### config.mk
export PLATFORM = sky130hd
export DESIGN_NAME = corner_coord_fifo_flat
export DESIGN_NICKNAME = d
export VERILOG_FILES = /design/src/rtl/corner_coord_fifo_if.sv /design/src/rtl/corner_coord_fifo.sv /design/src/flat_wrapper.sv
export SDC_FILE = /design/constraint.sdc
export NUM_CORES = 1
export LEC_CHECK = 0
export BUFFER_PORTS_ARGS = -buffer_cell sky130_fd_sc_hd__buf_2
export CORE_AREA = 4 4 228 230
export CTS_CLUSTER_SIZE = 20
export DETAILED_ROUTE_END_ITERATION = 10
export DIE_AREA = 0 0 232 234
export GPL_ROUTABILITY_DRIVEN = 0
export PLACE_DENSITY_LB_ADDON = 0.15
export SYNTH_ARGS = -nofsm -noshare
export SYNTH_HDL_FRONTEND = slang
export SYNTH_SLANG_ARGS = --single-unit
### constraint.sdc
create_clock -name c -period 4.95 [get_ports c]
set_input_delay 0.2475 -clock c [delete_from_list [all_inputs] [get_ports c]]
set_output_delay 0.2475 -clock c [all_outputs]
set_load 0.02 [all_outputs]
### src/rtl/corner_coord_fifo_if.sv
// corner_coord_fifo_if: pixel-result input and coordinate-record output bundle for corner_coord_fifo
// Ports (signals): in_valid/in_sof/in_corner/in_score from the detector;
// out_valid/out_ready/out_data/out_eof record stream; drop_cnt status.
// master = producer/consumer side, slave = the FIFO.
interface corner_coord_fifo_if #(
  parameter int X_BITS  = 11,
  parameter int Y_BITS  = 10,
  parameter int SCORE_W = 8
);
  logic                              in_valid;
  logic                              in_sof;
  logic                              in_corner;
  logic [SCORE_W-1:0]                in_score;
  logic                              out_valid;
  logic                              out_ready;
  logic [Y_BITS+X_BITS+SCORE_W-1:0]  out_data;
  logic                              out_eof;
  logic [15:0]                       drop_cnt;
  modport master (
    output in_valid, in_sof, in_corner, in_score, out_ready,
    input  out_valid, out_data, out_eof, drop_cnt
  );
  modport slave (
    input  in_valid, in_sof, in_corner, in_score, out_ready,
    output out_valid, out_data, out_eof, drop_cnt
  );
endinterface

### src/rtl/corner_coord_fifo.sv
// corner_coord_fifo: tags detected corners with (x,y), queues {y,x,score} records plus an end-of-frame count record
// Ports: c clock; rst_n async active-low reset; bus (slave) carries the pixel-result
// inputs, the first-word-fall-through record output and the saturating drop counter.
module corner_coord_fifo #(
  parameter int IMG_W   = 1280,
  parameter int IMG_H   = 800,
  parameter int X_BITS  = 11,
  parameter int Y_BITS  = 10,
  parameter int SCORE_W = 8,
  parameter int DEPTH   = 16
) (
  input logic                c,
  input logic                rst_n,
  corner_coord_fifo_if.slave bus
);
  localparam int AW = $clog2(DEPTH);
  localparam int DW = Y_BITS + X_BITS + SCORE_W;
  localparam logic [X_BITS-1:0] X_LAST = X_BITS'(IMG_W - 1);
  localparam logic [Y_BITS-1:0] Y_LAST = Y_BITS'(IMG_H - 1);
  localparam logic [AW:0]       FULL   = (AW+1)'(DEPTH);
  logic [X_BITS-1:0] r_x, w_px, w_nx;
  logic [Y_BITS-1:0] r_y, w_py, w_ny;
  logic [AW-1:0]     r_wp, r_rp;
  logic [AW:0]       r_cnt;
  logic [DW:0]       r_mem [DEPTH];
  logic [DW:0]       w_wdata, w_head;
  logic [15:0]       r_frame, r_drop, w_fc_base, w_fc_next;
  logic              r_eof_pend;
  logic              w_xw, w_last, w_full, w_eof_wr, w_cor_wr, w_push, w_pop, w_nz, w_drop;
  always_comb begin
    // an SOF pixel is (0,0) whatever the counters say
    w_px      = bus.in_sof ? '0 : r_x;
    w_py      = bus.in_sof ? '0 : r_y;
    w_xw      = w_px == X_LAST;
    w_last    = bus.in_valid && w_xw && w_py == Y_LAST;
    w_nx      = w_xw ? '0 : w_px + 1'b1;
    w_ny      = w_xw ? (w_py == Y_LAST ? '0 : w_py + 1'b1) : w_py;
    // full is judged on the registered occupancy, so a same-cycle pop never frees a slot
    w_full    = r_cnt == FULL;
    w_nz      = r_cnt != '0;
    w_eof_wr  = r_eof_pend && !w_full;
    w_cor_wr  = bus.in_valid && bus.in_corner && !w_full && !r_eof_pend;
    w_push    = w_eof_wr || w_cor_wr;
    w_pop     = w_nz && bus.out_ready;
    w_drop    = bus.in_valid && bus.in_corner && !w_cor_wr;
    w_wdata   = w_eof_wr ? {1'b1, DW'(r_frame)} : {1'b0, w_py, w_px, bus.in_score};
    w_fc_base = (w_eof_wr || (bus.in_valid && bus.in_sof && !r_eof_pend)) ? '0 : r_frame;
    w_fc_next = (w_cor_wr && w_fc_base != 16'hFFFF) ? w_fc_base + 1'b1 : w_fc_base;
    w_head    = r_mem[r_rp];
  end
  always_ff @(posedge c or negedge rst_n) begin
    if (!rst_n) begin
      r_x        <= '0;
      r_y        <= '0;
      r_wp       <= '0;
      r_rp       <= '0;
      r_cnt      <= '0;
      r_eof_pend <= 1'b0;
      r_frame    <= '0;
      r_drop     <= '0;
    end else begin
      if (bus.in_valid) begin
        r_x <= w_nx;
        r_y <= w_ny;
      end
      // a new frame's last pixel re-arms the marker even as the previous one is written
      r_eof_pend <= w_last || (r_eof_pend && !w_eof_wr);
      r_frame    <= w_fc_next;
      if (w_drop && r_drop != 16'hFFFF) r_drop <= r_drop + 1'b1;
      if (w_push) r_wp <= r_wp + 1'b1;
      if (w_pop) r_rp <= r_rp + 1'b1;
      r_cnt <= r_cnt + (AW+1)'(w_push) - (AW+1)'(w_pop);
    end
  end
  always_ff @(posedge c) begin
    if (w_push) r_mem[r_wp] <= w_wdata;
  end
  assign bus.out_valid = w_nz;
  assign bus.out_eof   = w_nz && w_head[DW];
  assign bus.out_data  = w_nz ? w_head[DW-1:0] : '0;
  assign bus.drop_cnt  = r_drop;
endmodule

### src/flat_wrapper.sv
// flat-port wrapper written by rule: the top's interface ports become plain ports
module corner_coord_fifo_flat 
#(
  parameter int IMG_W   = 1280,
  parameter int IMG_H   = 800,
  parameter int X_BITS  = 11,
  parameter int Y_BITS  = 10,
  parameter int SCORE_W = 8,
  parameter int DEPTH   = 16
)
  (c, rst_n, bus_in_valid, bus_in_sof, bus_in_corner, bus_in_score, bus_out_ready, bus_out_valid, bus_out_data, bus_out_eof, bus_drop_cnt);
  corner_coord_fifo_if #(.X_BITS(X_BITS), .Y_BITS(Y_BITS), .SCORE_W(SCORE_W)) bus_i ();
  input logic c;
  input logic rst_n;
  input wire logic [$bits(bus_i.in_valid)-1:0] bus_in_valid;
  input wire logic [$bits(bus_i.in_sof)-1:0] bus_in_sof;
  input wire logic [$bits(bus_i.in_corner)-1:0] bus_in_corner;
  input wire logic [$bits(bus_i.in_score)-1:0] bus_in_score;
  input wire logic [$bits(bus_i.out_ready)-1:0] bus_out_ready;
  output wire logic [$bits(bus_i.out_valid)-1:0] bus_out_valid;
  output wire logic [$bits(bus_i.out_data)-1:0] bus_out_data;
  output wire logic [$bits(bus_i.out_eof)-1:0] bus_out_eof;
  output wire logic [$bits(bus_i.drop_cnt)-1:0] bus_drop_cnt;
  assign bus_i.in_valid = bus_in_valid;
  assign bus_i.in_sof = bus_in_sof;
  assign bus_i.in_corner = bus_in_corner;
  assign bus_i.in_score = bus_in_score;
  assign bus_i.out_ready = bus_out_ready;
  assign bus_out_valid = bus_i.out_valid;
  assign bus_out_data = bus_i.out_data;
  assign bus_out_eof = bus_i.out_eof;
  assign bus_drop_cnt = bus_i.drop_cnt;
  corner_coord_fifo #(.IMG_W(IMG_W), .IMG_H(IMG_H), .X_BITS(X_BITS), .Y_BITS(Y_BITS), .SCORE_W(SCORE_W), .DEPTH(DEPTH)) u_core (.c(c), .rst_n(rst_n), .bus(bus_i));
endmodule
==> impl_metrics.yaml, run 1 <==
sta:
  fin_crit_ps: 3550
  relSlewSlack_pct: 15.4
  max_freq_mhz: 281
  worstMarginPinSlew_ps: 1270
  setup_viol: 0
  tns_ps: 0
  slew_viol_final: 0
  finClkSkew_ps: 15.2
  period_share_pct: 71.8
  rsz0062_at_grt: "no"
  final_hold_viol_count: 0
synth:
  avgSynthCellArea_um2: 18.6
  postSynthNetCount: 1224
  synth_edf_count: 480
  ys_seq_area_share_pct: 72.3
  synth_seq_cells: 547
  synth.distinct_cells: 63
  syn_inst: 1194
  async_reset_ff_share_pct: 12.2
  synth_ff_type: "edfxtp_1"
  yosys.area.top_type: "edfxtp_1"
  synth_top_cell_area_share_pct: 64.7
  synth_area_leaders: "edfxtp_1 65%, mux4_2 12%, dfrtp_1 7.5%"
  netlist_area_mm2: 0.0223
  synth_warnings: 0
final_layout:
  areaGrowthSynthToFinish_pct: 13.6
  multiInputGateArea_mm2: 0.00596
  antenna_cells: 0
  final_util_pct: 50.7
  nets: 1317
  instances_no_fill: 2003
  layout-drive-gt1-share_pct: 24.9
  seq_area_mm2: 0.0161
  fill_cells: 4066
  final_cell_area_mm2: 0.0253
critical_path:
  cp_slowest_cell: "dfrtp_4"
  critPathMaxStageDelay_ps: 950
  cp_data_arrival_time_ps: 3310
  startpoint_type: "flop"
  r2r_start: "u_core.r_cnt[2]$_DFF_PN0_"
  r2r_slack_ps: 1780
  reg2reg_depth: 7
  crit_fanout: 47
  crit_path_end_kind: "primary output"
  critical_path.cell_chain: "buf_12 -> mux4_2 -> mux2i_1 -> o22ai_1 -> buf_2"
  cp.buffers_inverters: 2
  worstReg2RegEnd: "u_core.r_mem[15][20]$_DFFE_PP_"
  required_ps: 4700
  path_class: "flop to primary output"
  path_delay_family: "flip-flops"
placed_design:
  portBuffers: 60
  placedCellCount: 1900
  place_area_mm2: 0.0236
  post-dp-hpwl_mm: 28.1
flow_run:
  drv_cap: 0
status:
  status: "finished, final reports clean"
cts:
  clock_sinks: 547
  cts_resized: 0
  cts_setup_buffers: 0
  clockRootBuffer: "clkbuf_16"
  cts_tree: "yes"
  cts_buffers: 56
  cts.htree.levels: 2
  clock_latency_ps: 600
  path_clk_slew_ps: 60
  clock_path_buffers: 3
route:
  wl_mm: 49.0
  wire_per_inst_um: 24.5
  drtAntennaViolNets: 0
  drt_iter0_markers: 1202
  viasPerCell: 5.59
  first_pass_iters: 5
  num_vias: 11200
  drc: 0
floorplanning:
  dieWidth_um: 232
  ios: 61
  die_h_um: 234
  start_util_pct: 44.6
  core_area_mm2: 0.0499
  std_cell_rows: 82
  die_area_mm2: 0.0543
global_route:
  track_usage_pct: 18.5
  grt_max_degree: 58
  antenna_found_initial: 0
  grt_pass1_vias: 11800
  overflow: 0
  grt_pass1_wl_mm: 74.8
power_and_ir_drop:
  p_leak_nw: 8.54
  p_per_area_mw_per_mm2: 519
  ir_drop_mv: 0.405
min_path:
  hold_class: "primary input to async pin"
cell usage after synthesis (all sizes together), types with 6 or more instances:
master / number
ha: 15
o22ai: 32
nand2: 44
mux2: 13
nor4: 6
nand2b: 18
nor2b: 7
clkbuf: 25
buf: 34
edfxtp: 480
dfrtp: 67
o2bb2ai: 6
nor2: 49
and2: 8
inv: 26
a21oi: 10
xnor2: 18
nand3: 19
and3: 6
mux2i: 67
nor3: 22
xor2: 16
mux4: 120
nand4: 15
o21ai: 24
per-layer routing:
metal | global-route usage [%] | part of all wire (%) | up-vias
li1 | - | - | 4993
met3 | 3.53 | 4.8 | 57
met5 | 0 | 0 | -
met4 | 4.37 | 1.8 | 0
met1 | 27.1 | 46 | 5876
met2 | 29.2 | 47 | 264
layout by cell type, fill, tap and decap left out, drive strengths merged, types with 15 or more instances in the layout:
cell,instances
clkinv,23
mux4,120
nand3,19
edfxtp,480
nor2,49
ha,15
inv,30
clkbuf,71
nand4,15
mux2i,67
nand2b,18
o22ai,32
dfrtp,67
buf,93
o21ai,24
nand2,44
xor2,16
xnor2,18
nor3,22
worst register-to-register path: cells and delay by family, from the launching register on:
kind                       cells  cell delay [ps]
DFF                            1              350
and+or+nand+nor                3             1460
AOI/OAI and AO/OA              1              410
buffers and inverters          2              430
adders and majority gates      1              220
where the power goes:
part | switching, mW | total, mW | internal, mW
combinational | 1.88 | 3.44 | 1.56
clock | 1.71 | 3.92 | 2.21
sequential | 0.455 | 5.77 | 5.31
logic make-up (layout without fill, tap and decap cells):
kind of cell	count (synthesis)	in the layout	share of synthesized area (%)
AO/OA/AOI/OAI	91	91	2.69
AND/OR/NAND/NOR	221	221	5.40
flip-flops	547	547	72.3
XOR/XNOR	34	34	1.34
adder cells (fa/ha/maj)	16	16	0.933
buffers and inverters	85	222	1.55
multiplexers	200	200	15.8
cell type report:
class / instances / area share (%)
clock buffer: 71 / 5.85
clock inverter: 31 / 0.821
inverter: 26 / 0.386
multi-input combinational: 562 / 23.6
sequential: 547 / 63.6
tap: 672 / 3.32
timing repair buffer: 94 / 2.40
what timing repair did:
item | CTS | global route
endpoints found under the hold margin | 10 | 0
hold buffers | 1 | 0
endpoints found under the setup margin | 0 | 0
how the worst max path moves through the flow:
| stage | cells after the start | end | slack [ps] | startpoint |
|---|---|---|---|---|
| finish | 5 | bus_out_data[28] | 1400 | u_core.r_rp[0]$_DFFE_PN0P_ |
| CTS | 5 | bus_out_data[28] | 1300 | u_core.r_rp[0]$_DFFE_PN0P_ |
| detailed placement | 7 | u_core.r_mem[15][20]$_DFFE_PP_ | 1740 | u_core.r_cnt[2]$_DFF_PN0_ |
| global route | 5 | bus_out_data[28] | 1170 | u_core.r_rp[0]$_DFFE_PN0P_ |
| floorplan | 7 | u_core.r_mem[3][0]$_DFFE_PP_ | 1060 | u_core.r_cnt[2]$_DFF_PN0_ |
| global placement | 7 | u_core.r_mem[15][20]$_DFFE_PP_ | 1790 | u_core.r_cnt[2]$_DFF_PN0_ |
per-stage QoR:
step / worst slack, ps / hold slack, ps / power, mW
floorplan: 1060 / -48.1 / 8.17
global placement: 1790 / 124 / 9.37
detailed placement: 1740 / 128 / 9.38
CTS: 1300 / 16.0 / 13.3
global route: 1170 / 57.3 / 13.8
finish: 1400 / 50.3 / 13.1
state kept, by name (all words and copies together) (netlist names):
name,cells
u_core.r_mem,480
u_core.bus.drop_cnt,16
u_core.r_frame,16
u_core.r_x,11
u_core.r_y,10
u_core.r_cnt,5
u_core.r_rp,4
u_core.r_wp,4
u_core.r_eof_pend,1
Power figures use the tool's default switching activity.
==> run 2, diff against run 1 <==
Clock period 4.95 ns to 3.24 ns, I/O delays scaled along.
==> run 2 against run 1 <==
Flip-flop and latch count did not move. Sequential share of layout area fell by 0.97 points. Die area did not move. Clock skew fell by 2.8 ps. Sequential power rose by 47%. Worst hold slack improved by 24 ps. Register-to-register slack got worse by 1300 ps. Combinational power rose by 69%. Via count rose by 1.4%. Global-route usage fell by 0.51 points. Count of clock-buffer cells in the layout fell by 1. Cell count rose by 1.6%. Critical path type unchanged.
==> impl_metrics.yaml, run 2 (synthesized netlist as in run 1, its figures left out) <==
floorplanning:
  core_area_mm2: 0.0499
  ios: 61
  std_cell_rows: 82
  start_util_pct: 44.6
  die_area_mm2: 0.0543
  dieWidth_um: 232
  die_h_um: 234
cts:
  clock_latency_ps: 600
  path_clk_slew_ps: 60
  cts_buffers: 55
  clock_sinks: 547
  clock_path_buffers: 3
  cts.htree.levels: 2
  cts_tree: "yes"
  clockRootBuffer: "clkbuf_16"
critical_path:
  critical_path.cell_chain: "buf_16 -> mux4_2 -> mux2i_1 -> o22ai_1 -> buf_2"
  cp_slowest_cell: "dfrtp_4"
  path_class: "flop to primary output"
  crit_fanout: 51
  startpoint_type: "flop"
  crit_path_end_kind: "primary output"
  critPathMaxStageDelay_ps: 570
  required_ps: 3080
  cp_data_arrival_time_ps: 2810
global_route:
  overflow: 0
  track_usage_pct: 18.0
  grt_pass1_vias: 11800
  grt_max_degree: 77
  antenna_found_initial: 0
  grt_pass1_wl_mm: 73.7
final_layout:
  seq_area_mm2: 0.0161
  final_common_cell: "edfxtp_1"
  final_cell_area_mm2: 0.0257
  fill_cells: 4143
  layout-drive-gt1-share_pct: 27.1
  antenna_cells: 0
  largest_reg_flops: 480
  most-common-layout-cells: "480 x edfxtp_1, 120 x mux4_2, 66 x mux2i_1"
  areaGrowthSynthToFinish_pct: 15.4
  multiInputGateArea_mm2: 0.00598
  final_util_pct: 51.5
  top_register: "u_core.r_mem"
  nets: 1347
placed_design:
  pre_cts_slack_ps: 420
  post-dp-hpwl_mm: 29.6
  portBuffers: 60
  place_area_mm2: 0.0239
sta:
  slew_viol_final: 0
  relSlewSlack_pct: 38.4
  finClkSkew_ps: 12.3
  tns_ps: 0
  fin_crit_ps: 2970
  rsz0062_at_grt: "no"
  max_freq_mhz: 336
  worstMarginPinSlew_ps: 924
  setup_slack_ps: 265
  setup_viol: 0
  period_share_pct: 91.8
  final_hold_viol_count: 0
route:
  num_vias: 11400
  drc: 0
  drt_iter0_markers: 901
  first_pass_iters: 5
  wire_per_inst_um: 23.5
  wl_mm: 47.7
  drtAntennaViolNets: 0
  viasPerCell: 5.58
power_and_ir_drop:
  finalPower_mw: 20.3
  ir_drop_mv: 0.523
  p_leak_nw: 8.74
  p_per_area_mw_per_mm2: 791
status:
  status: "finished, final reports clean"
min_path:
  hold_class: "primary input to flop"
flow_run:
  drv_cap: 0
## run 2: cell count changes in the layout (fill, tap and decap cells not counted), sizes merged
cell,before,now
clkbuf,71,70
inv,30,27
clkinvlp,2,7
buf,93,123
dlygate4sd3,1,2
## run 2: area by class of cell
type	count	area share (%)
Multi-Input combinational cell	562	23.3
Inverter	26	0.380
Clock buffer	70	5.78
Tap cell	672	3.27
Timing Repair Buffer	125	3.70
Sequential cell	547	62.7
Clock inverter	33	0.930
## run 2: layer usage
layer	share of wire [%]	wire, um	GRT usage, %
met5	0	0	0
met4	1.4	679	3.53
met3	4.8	2270	3.44
met2	48	22700	28.6
met1	46	22100	26.5
## run 2: timing repair
action,in CTS,in global routing
endpoints found under the setup margin,0,1
gates resized for setup,0,2
endpoints found under the hold margin,35,0
hold buffers,2,0
buffers inserted,0,0
## run 2: worst max-delay path, delay by kind of cell (launching register included)
family | cells | cell delay [ps]
buf+inv | 2 | 600
mux | 2 | 820
compound gates | 1 | 210
flops | 1 | 570
## run 2: path summary, 6_finish.rpt
check / startpoint / to / slack, ps / cells after the start
max in group asynchronous: rst_n / u_core.r_eof_pend$_DFF_PN0_ / 2230 / 3
worst min-delay path: bus_in_sof / u_core.r_x[0]$_DFFE_PN0P_ / 70 / 4
worst max-delay path: u_core.r_rp[0]$_DFFE_PN0P_ / bus_out_data[28] / 270 / 5
worst min register to register: u_core.r_y[0]$_DFFE_PN0P_ / u_core.r_y[0]$_DFFE_PN0P_ / 490 / 2
min in group asynchronous: rst_n / u_core.bus.drop_cnt[14]$_DFFE_PN0P_ / 250 / 2
worst max register to register: u_core.r_cnt[3]$_DFF_PN0_ / u_core.r_frame[10]$_DFF_PN0_ / 450 / 13
## run 2: where the power goes
part           switching, mW  internal, mW  leakage (nW)  total [mW]
Clock                   2.63          3.40         0.833        6.03
Combinational           3.31          2.52          2.69        5.83
Sequential             0.341          8.12          5.22        8.46
Total                   6.28          14.0          8.74        20.3
## run 2: metrics by stage
| stage | std cells | hold slack, ps |
|---|---|---|
| after floorplan | 1194 | -134 |
| after global placement | 1930 | 364 |
| after detailed placement | 1930 | 349 |
| after CTS | 2035 | 39.3 |
| after global routing | 2035 | 73.7 |
| final | 2035 | 74.5 |
==> run 3, diff against run 2 <==
Settings changed: MAX_ROUTING_LAYER set to met4.
Clock period 3.24 ns to 2.51 ns, I/O delays scaled along.
==> run 3 against run 2 <==
The flow now finishes with violations (setup timing). Global-route usage is 1.6 points higher. Register-to-register slack worse by 340 ps. Design area is 5.7% higher. Clock skew is 14 ps higher. Power is 42% higher. Clock power is 39% higher. Sequential share of layout area is 3.4 points lower.
==> impl_metrics.yaml, run 3 (synthesized netlist as in run 1, its figures left out) <==
cts:
  path_clk_slew_ps: 70
  clock_latency_ps: 610
  clockRootBuffer: "clkbuf_16"
  clock_sinks: 547
  cts.htree.levels: 2
  cts_buffers: 56
  cts_tree: "yes"
  clock_path_buffers: 3
final_layout:
  largest_reg_flops: 480
  fill_cells: 3929
  final_common_cell: "edfxtp_1"
  antenna_cells: 0
  instances_no_fill: 2086
  top_register: "u_core.r_mem"
  most-common-layout-cells: "480 x edfxtp_1, 120 x mux4_2, 64 x buf_4, 64 x dfrtp_1, 59 x clkbuf_16"
  areaGrowthSynthToFinish_pct: 22.0
  layout-drive-gt1-share_pct: 32.0
  nets: 1398
critical_path:
  path_class: "flop to primary output"
  required_ps: 2380
  startpoint_type: "flop"
  reg2reg_depth: 7
  cp_data_arrival_time_ps: 2530
  crit_fanout: 15
  crit_path_end_kind: "primary output"
route:
  wire_per_inst_um: 24.6
  viasPerCell: 5.58
  num_vias: 11600
  first_pass_iters: 5
  wl_mm: 51.2
  drc: 0
  drt_iter0_markers: 894
  drtAntennaViolNets: 0
placed_design:
  pre_cts_slack_ps: -69.8
  placedCellCount: 1949
  post-dp-hpwl_mm: 29.9
  portBuffers: 60
global_route:
  overflow: 0
  track_usage_pct: 19.6
  grt_pass1_vias: 12100
  grt_pass1_wl_mm: 76.6
  grt_max_degree: 68
  antenna_found_initial: 1
floorplanning:
  die_h_um: 234
  start_util_pct: 44.6
  core_area_mm2: 0.0499
  ios: 61
  die_area_mm2: 0.0543
  std_cell_rows: 82
  dieWidth_um: 232
status:
  status: "finished, violations left"
  violations: "setup timing"
sta:
  slew_viol_final: 0
  final_hold_viol_count: 0
  fin_crit_ps: 2650
  setup_viol: 30
  worstMarginPinSlew_ps: 978
  max_freq_mhz: 377
  setup_slack_ps: -141
  rsz0062_at_grt: "yes"
  tns_ps: -1940
  relSlewSlack_pct: 34.6
  finClkSkew_ps: 26.7
  period_share_pct: 106
min_path:
  min_path_cells: 4
  hold_class: "primary input to flop"
power_and_ir_drop:
  pwr-share-comb_pct: 32.9
  finalPower_mw: 28.8
  ir_drop_mv: 0.563
  p_int_mw: 20.2
  swShare_pct: 29.9
  seqPwrFrac_pct: 37.9
  p_leak_nw: 9.32
  power.share.clock_pct: 29.2
  p_per_area_mw_per_mm2: 1060
  p_switching_mw: 8.62
flow_run:
  drv_cap: 0
-- run 3: cell types whose count changed in the layout (fill, tap and decap cells not counted), moves of 6 or more --
cell	before	now
buf_12	11	46
buf_2	60	40
buf_6	0	10
mux2i_1	66	52
mux2i_2	1	13
bufinv_16	2	8
o22ai_2	0	7
o22ai_1	32	25
buf_4	51	64
buf_16	1	9
-- run 3: repair_timing --
action                                  4_1_cts  5_1_grt
hold buffers                                  3        0
cloned                                        7        2
endpoints found under the hold margin        73        0
pin swaps                                    10       13
setup buffers                                18        7
gates resized for setup                      50       42
endpoints found under the setup margin       34      199
-- run 3: worst max-delay path, cell delays in order (launching register included) --
cell	delay (ps)
dfrtp_4	450
buf_12	180
buf_12	200
mux4_2	530
mux2i_2	210
o22ai_2	180
buf_6	170
-- run 3: power groups by stage --
| stage | Clock (mW) | Combinational (mW) | Sequential [mW] |
|---|---|---|---|
| after floorplan | 0 | 5.41 | 10.8 |
| after global placement | 0 | 7.68 | 11.3 |
| after detailed placement | 0 | 7.70 | 11.3 |
| after CTS | 8.62 | 9.22 | 10.9 |
| after global routing | 9.03 | 10.1 | 11.0 |
| final | 8.41 | 9.46 | 10.9 |
-- run 3: worst paths after layout --
check                                            from                             endpoint  slack (ps)
min reg2reg                 u_core.r_y[0]$_DFFE_PN0P_            u_core.r_y[0]$_DFFE_PN0P_         480
min in group asynchronous                       rst_n  u_core.bus.drop_cnt[11]$_DFFE_PN0P_          60
max                        u_core.r_rp[0]$_DFFE_PN0P_                     bus_out_data[11]        -140
max in group asynchronous                       rst_n           u_core.r_rp[3]$_DFFE_PN0P_        2080
max reg2reg                 u_core.r_cnt[2]$_DFF_PN0_       u_core.r_mem[15][17]$_DFFE_PP_         110
min                                      bus_in_valid            u_core.r_x[5]$_DFFE_PN0P_          50
-- run 3: metal layers --
metal	wire length, um	part of all wire (%)	GRT usage [%]	vias up
met2	25000	49	31.1	300
met4	819	1.6	4.24	0
met1	22700	44	27.0	6106
met5	0	0	-	-
met3	2730	5.3	3.55	56
li1	-	-	-	5180
-- run 3: layout make-up --
class                           count  area (um2)  area share, %
Tap cell                          672         841           3.10
Timing Repair Buffer              175        2060           7.58
Sequential cell                   547       16100           59.3
Clock inverter                     35         377           1.39
Multi-Input combinational cell    562        6200           22.8
Clock buffer                       69        1480           5.46
Inverter                           26        97.6          0.359
-- run 3: per-stage QoR --
step / hold WS [ps] / util, % / instance area, um2
after detailed placement: 182 / 49.0 / 24400
final: 54.2 / 54.5 / 27200
after floorplan: -170 / - / 22400
after global placement: 184 / 49.0 / 24400
after CTS: 11.1 / 54.0 / 26900
after global routing: 43.9 / 54.5 / 27200
